## config.mk

```make
export PLATFORM = sky130hd
export DESIGN_NAME = serial_adder_ctrl
export DESIGN_NICKNAME = d
export VERILOG_FILES = /design/src/rtl/serial_adder_ctrl.sv
export SDC_FILE = /design/constraint.sdc
export NUM_CORES = 1
export LEC_CHECK = 0
export ABC_CLOCK_PERIOD_IN_PS = 1470
export BUFFER_PORTS_ARGS = -buffer_cell sky130_fd_sc_hd__buf_4
export CAP_MARGIN = 0
export CORE_MARGIN = 1
export CORE_UTILIZATION = 53
export CTS_BUF_LIST = sky130_fd_sc_hd__clkbuf_16
export CTS_CLUSTER_DIAMETER = 100
export CTS_CLUSTER_SIZE = 10
export DETAILED_ROUTE_END_ITERATION = 8
export GPL_TIMING_DRIVEN = 0
export PLACE_DENSITY = 0.77
export SLEW_MARGIN = 10
export SYNTH_ARGS = -nofsm -noshare
export SYNTH_HDL_FRONTEND = slang
export SYNTH_SLANG_ARGS = --single-unit
```

## constraint.sdc

```tcl
create_clock -name clk -period 1.47 [get_ports clk]
set_input_delay 0.0735 -clock clk [delete_from_list [all_inputs] [get_ports clk]]
set_output_delay 0.0735 -clock clk [all_outputs]
set_load 0.01 [all_outputs]
```

## src/rtl/serial_adder_ctrl.sv

```systemverilog
// serial_adder_ctrl: bit-serial adder controller.
// Captures two WIDTH-bit operands on start and feeds an external single-bit
// full-adder cell one LSB-first bit pair per clock. Each Sum bit returned by
// the cell is shifted into a result register, and Cout is fed back as the next
// carry-in. A one-cycle done pulse marks the point where sum/cout are updated.
// Optional feature: define SERIAL_ADDER_SUB_EN to add a 'sub' input that turns
// the operation into A-B in two's complement. In that mode cout=1 means no borrow.
module serial_adder_ctrl #(
    parameter int WIDTH = 8
) (
    input  logic             clk,
    input  logic             rst_n,
    input  logic             start,
    input  logic [WIDTH-1:0] a,
    input  logic [WIDTH-1:0] b,
    input  logic             cin,
`ifdef SERIAL_ADDER_SUB_EN
    input  logic             sub,
`endif
    output logic             busy,
    output logic             done,
    output logic [WIDTH-1:0] sum,
    output logic             cout,
    output logic             fa_a,
    output logic             fa_b,
    output logic             fa_cin,
    input  logic             fa_sum,
    input  logic             fa_cout
);

    localparam int CNT_W = (WIDTH > 1) ? $clog2(WIDTH) : 1;

    typedef enum logic [1:0] {
        IDLE,
        SHIFT,
        DONE
    } state_t;

    state_t             state;
    state_t             state_next;

    logic [WIDTH-1:0]   a_sh;
    logic [WIDTH-1:0]   b_sh;
    // Only WIDTH-1 bits are kept, because the last Sum bit goes straight into 'sum'.
    logic [WIDTH-2:0]   sum_sh;
    logic [WIDTH-1:0]   sum_next;
    logic               carry;
    logic [CNT_W-1:0]   cnt;
    logic               last_bit;

    logic [WIDTH-1:0]   b_load;
    logic               carry_load;

    // Choose the B operand and initial carry to load. Subtraction inverts B and forces carry-in to 1.
    always_comb begin
        b_load     = b;
        carry_load = cin;
`ifdef SERIAL_ADDER_SUB_EN
        if (sub) begin
            b_load     = ~b;
            carry_load = 1'b1;
        end
`endif
    end

    // State register.
    always_ff @(posedge clk) begin
        if (!rst_n) begin
            state <= IDLE;
        end else begin
            state <= state_next;
        end
    end

    // Next-state logic and state-decoded outputs. The fa_* outputs are driven only while shifting.
    always_comb begin
        state_next = state;
        busy       = (state != IDLE);
        done       = (state == DONE);
        fa_a       = 1'b0;
        fa_b       = 1'b0;
        fa_cin     = 1'b0;
        last_bit   = (cnt == CNT_W'(WIDTH - 1));
        sum_next   = {fa_sum, sum_sh};
        unique case (state)
            IDLE: begin
                if (start) begin
                    state_next = SHIFT;
                end
            end
            SHIFT: begin
                fa_a   = a_sh[0];
                fa_b   = b_sh[0];
                fa_cin = carry;
                if (last_bit) begin
                    state_next = DONE;
                end
            end
            DONE: begin
                state_next = IDLE;
            end
            default: begin
                state_next = IDLE;
            end
        endcase
    end

    // Datapath: capture the operands on an accepted start, then shift one bit pair per cycle.
    // The final Sum bit and Cout are committed to sum/cout on the last shift edge.
    always_ff @(posedge clk) begin
        if (!rst_n) begin
            a_sh   <= '0;
            b_sh   <= '0;
            sum_sh <= '0;
            carry  <= 1'b0;
            cnt    <= '0;
            sum    <= '0;
            cout   <= 1'b0;
        end else begin
            unique case (state)
                IDLE: begin
                    if (start) begin
                        a_sh   <= a;
                        b_sh   <= b_load;
                        carry  <= carry_load;
                        sum_sh <= '0;
                        cnt    <= '0;
                    end
                end
                SHIFT: begin
                    a_sh   <= a_sh >> 1;
                    b_sh   <= b_sh >> 1;
                    sum_sh <= sum_next[WIDTH-1:1];
                    carry  <= fa_cout;
                    cnt    <= cnt + CNT_W'(1);
                    if (last_bit) begin
                        sum  <= sum_next;
                        cout <= fa_cout;
                    end
                end
                DONE: begin
                end
                default: begin
                end
            endcase
        end
    end

endmodule

```

* Yosys cells after proc, flatten, opt, wreduce, memory -nomap -nowiden
Cells that the tools add are included.
Cells by class: $add $sub $neg 1, eq/ne operators 5, multiplexer cells 16, reduce and logical (&&, ||, !) cells 6
Operators with widths (count):
- case mux 8 bit (2 select lines) | 2
- two-way mux 8 bit | 2
- case mux 7 bit (2 select lines) | 1
- two-way mux 7 bit | 1
- case mux 3 bit (2 select lines) | 1
- AND reduction 2 bit | 3
- two-way mux 1 bit | 4
- two-way mux 2 bit | 2
- != test 2 bit (second input constant) | 2
- case mux 2 bit (2 select lines) | 1
- nonzero test 2 bit | 2
- adder 3 x 1 -> 3 bit (second input constant) | 1
- == test 3 bit (second input constant) | 1
- two-way mux 3 bit | 1
- == test 2 x 1 -> 1 bit (second input constant) | 1
- == test 2 bit (second input constant) | 1
- logical NOT 2 bit | 1
- case mux 1 bit (2 select lines) | 1
Word-level totals: register bits after elaboration 38, input port bits 22, word-level logic and storage cells 36

* Longest topological paths before layout
depth in word-level cells 3, gate-level depth with buffers 6, depth with buffers taken out 5

* Worst setup path before layout
Ideal clock, no wire load.
path kind register to register, start reg state[1], end reg a_sh[0], setup time 120 ps, arrival 1160 ps, required time 1350 ps, path slack 190 ps, cell stages (with the launch flop) 6, buffers on the path 3, period minus slack after synthesis 1280 ps, cells stage by stage dfxtp_1 -> clkbuf_1 -> o21bai_2 -> buf_2 -> buf_4 -> a21oi_1
On the way: word-level cells in the longest chain between the ends 3, elaborated cells on any way between the ends 6
Ends and longest elaborated chain:
- from (decl) | line 39 | state_t state;
- from (signal assigned) | line 71 | state <= state_next;
- == test 2 x 1 -> 1 bit or logical NOT 2 bit (tied branches) | line 120 | unique case (state)
- nonzero test 2 bit (no source line) or != test 2 bit (tied branches)
- AND reduction 2 bit (no source line)
- to (signal assigned) | line 131 | a_sh <= a_sh >> 1;
- to (decl) | line 42 | logic [WIDTH-1:0] a_sh;
Parallel ways exist; a longest one is shown, timed or not. A chain may end at the register's enable or synchronous reset.

* Final worst setup path
start reg state[0], end out fa_cin
On the way: word-level cells in the longest chain between the ends 2
Ends and longest elaborated chain:
- == test 2 x 1 -> 1 bit | line 85 | unique case (state)
- two-way mux 1 bit | line 85
- to (decl) | line 26 | output logic fa_cin,
Every way passes these cells.

==> metrics <==
status=finished with violations; violated checks=DRC; CTS buffer count=5; Fin. Hold Viols=0; Avg WL per Cell=~14 µm; Clock Sinks=38; commonest non-fill, non-tap cell in the layout=buf_4; sequential share of the synthesized area=between 40% and 50%; Final GP Congestion=about 0.75; fin util=between 70% and 80%; Simple-Gate Fraction of Synth Area=between 10 and 15%; Final ANT Viol Nets=0; Max Slew Vio Count=0; unrepaired setup endpoints after global routing=no; full die area=approximately 3300 µm²; largest family of logic cells by synthesized area=compound AO/OA/AOI/OAI gates; via count=1333; sw power=about 540 µW; Post-Syn Area=around 1600 µm²; Syn Nets=around 190; Critical Path Start Type=flop; worst skew pair latency=around 0.28 ns; root buffer cell=clkbuf_16; Diodes inserted=0; Initial DRC Count=between 50 and 60; Async S/R FF share, synth=0%; Std-Cell Rows=19; H-tree levels=2; DP Wirelength=between 2000 and 2500 µm; CP Max Fanout=18; Synth Area in Adders=under 10%; Synth Area per Inst=a little under 10 µm²; Slew HR=68.2%; Worst Hold Class=input port to flop; Synth Instances=roughly 170; boundary pin count=36; maximum vdd drop=~0.89 mV; setup TNS=0 ns; Final Setup Violations=0; initial antenna violation count=0; Remaining Overflow, GRT=0; worst slew pin tran=between 0.4 and 0.5 ns; drc violations=1; Synth-to-Final Area Change=27.5%; Power, Total=2.36 mW; R2R depth=5; Pwr Density=approximately 1100 nW/µm²; core area=around 2800 µm²; Leakage Power=between 0.8 and 0.9 nW; WP data arrival=between 1 and 1.5 ns; Crit path required time=roughly 1.4 ns; mux cell area share after synthesis=between 1 and 1.5%; Layout Nets=around 230; synthesized flop and latch total=38; Max Clk Rate=approximately 0.73 GHz; clk buf depth=2; crit share post-route=~93%; Int Power=1.82 mW; sequential group share of total power=a little under half; final critical-path required period=1.37 ns; Post-synth EDFFs=0; Netlist cell types=27; hold path cells=3; starting density of the core=slightly below 60%; die height=approximately 58 µm; Crit Path Category=flop to output port; Synth Area in XOR/XNOR=0%; Tot GR Track Use=23.1%; logic gate share of total power=between 10% and 20%; DP Area=between 1500 and 2000 µm²; synth warn=0; post-DR vias/cell=5.53; commonest cells after routing, fill and taps aside=buf_4 (39), dfxtp_1 (38), inv_1 (17); largest net degree at the start of global routing=19; Hold Startpoint=fa_sum; Pre-antenna DRT Iters=6; CTS Hold Bufs=0; Die W=between 50 and 60 µm; first-pass GRT wire length=5770 µm; Max Cap Viol=0; clock share of power=between 40% and 50%; Worst-path clk slew=about 0.050 ns; TritonCTS clock tree=done; sw frac=a little under a quarter; share of cells above drive strength 1=between 30% and 40%; top_reg_cell synth=dfxtp_1; CP endpoint kind=output port; post-synthesis compound-gate area fraction=a little over a quarter; # fillers=between 200 and 250; post-route cell area=2080 µm²; vias in the first global route=approximately 1300; WL final=3470 µm; port bufs=34; CP startpoint=state[0]; clock skew=slightly above 0.002 ns; r2r startpoint=state[1]
-- cell usage after synthesis (2+ instances only) --
library cell / n / area share [%]
a21oi_1: 15 / 4.6
clkbuf_1: 5 / 1.1
buf_2: 6 / 1.8
nand2_1: 9 / 2.1
mux2i_1: 2 / 1.2
o221ai_2: 10 / 9.2
nand4bb_1: 2 / 1.4
nor2b_1: 12 / 4.6
nor2_1: 4 / 0.92
o221ai_1: 5 / 2.7
o21ai_0: 2 / 0.61
dfxtp_1: 38 / 47
buf_4: 2 / 0.92
ha_1: 2 / 1.5
a22oi_1: 9 / 4.1
nand3_1: 9 / 2.8
inv_1: 16 / 3.7
a21boi_0: 11 / 5.0
-- through the flow --
stage	cells	setup slack, ns	hold slack [ns]
after floorplan	168	0.190	0.230
after CTS	240	0.000614	0.0829
after global placement	233	-0.0550	0.362
after detailed placement	233	-0.104	0.372
final	241	0.104	0.0777
after global routing	241	0.0207	0.100
-- timing repair --
| action | in CTS | in global routing |
|---|---|---|
| endpoints found under the setup margin | 16 | 21 |
| setup buffers | 0 | 1 |
| gates resized for setup | 2 | 5 |
-- cell type report --
class	instances	area, µm²	area share [%]
plain buffers	14	97.6	4.68
clock buffers	5	125	6.00
flip-flops and latches	38	761	36.5
inverters	16	60.1	2.88
repair buffers	35	263	12.6
well taps	31	38.8	1.86
clock inverters	3	12.5	0.600
multi-input cells	99	727	34.9
-- state kept, by name (all words and copies together), names as in the netlist --
name,flops
a_sh,8
b_sh,8
carry,1
cnt,3
cout,1
state,2
sum,8
sum_sh,7
-- per-layer routing --
| metal | part of all wire [%] | GRT usage [%] | up-vias |
|---|---|---|---|
| met3 | 5.4 | 5.67 | 5 |
| met4 | 1.2 | 8.71 | 0 |
| met5 | 0 | 0 | - |
| met2 | 51 | 40.2 | 30 |
| met1 | 43 | 27.3 | 623 |
| li1 | - | - | 675 |
-- kinds of logic (layout without fill, tap and decap cells) --
family	after synthesis	in the layout
adder cells (fa/ha/maj)	2	2
buffers and inverters	31	73
flip-flops	38	38
AND/OR/NAND/NOR	42	42
AO/OA/AOI/OAI	53	53
multiplexers	2	2
-- path summary, 6_finish.rpt --
| kind | slack, ns | to |
|---|---|---|
| min | 0.08 | sum[7] |
| max reg2reg | 0.12 | a_sh[5] |
| min reg2reg | 0.45 | a_sh[0] |
| max | 0.10 | fa_cin |
-- power by group through the flow --
stage                     sequential [mW]  clock, mW  combinational [mW]
after floorplan                      1.12          0               0.171
after global placement               1.12          0               0.250
after detailed placement             1.13          0               0.259
after CTS                            1.10       1.00               0.262
after global routing                 1.11       1.04               0.289
final                                1.10      0.997               0.264
-- worst max-delay path, cell delays in order, from the launching register on --
cell and delay [ns]:
dfxtp_1 0.30, buf_4 0.17, nand2b_1 0.07, buf_4 0.25, nor2_1 0.07, buf_4 0.14
(Power assumes the default switching activity.)
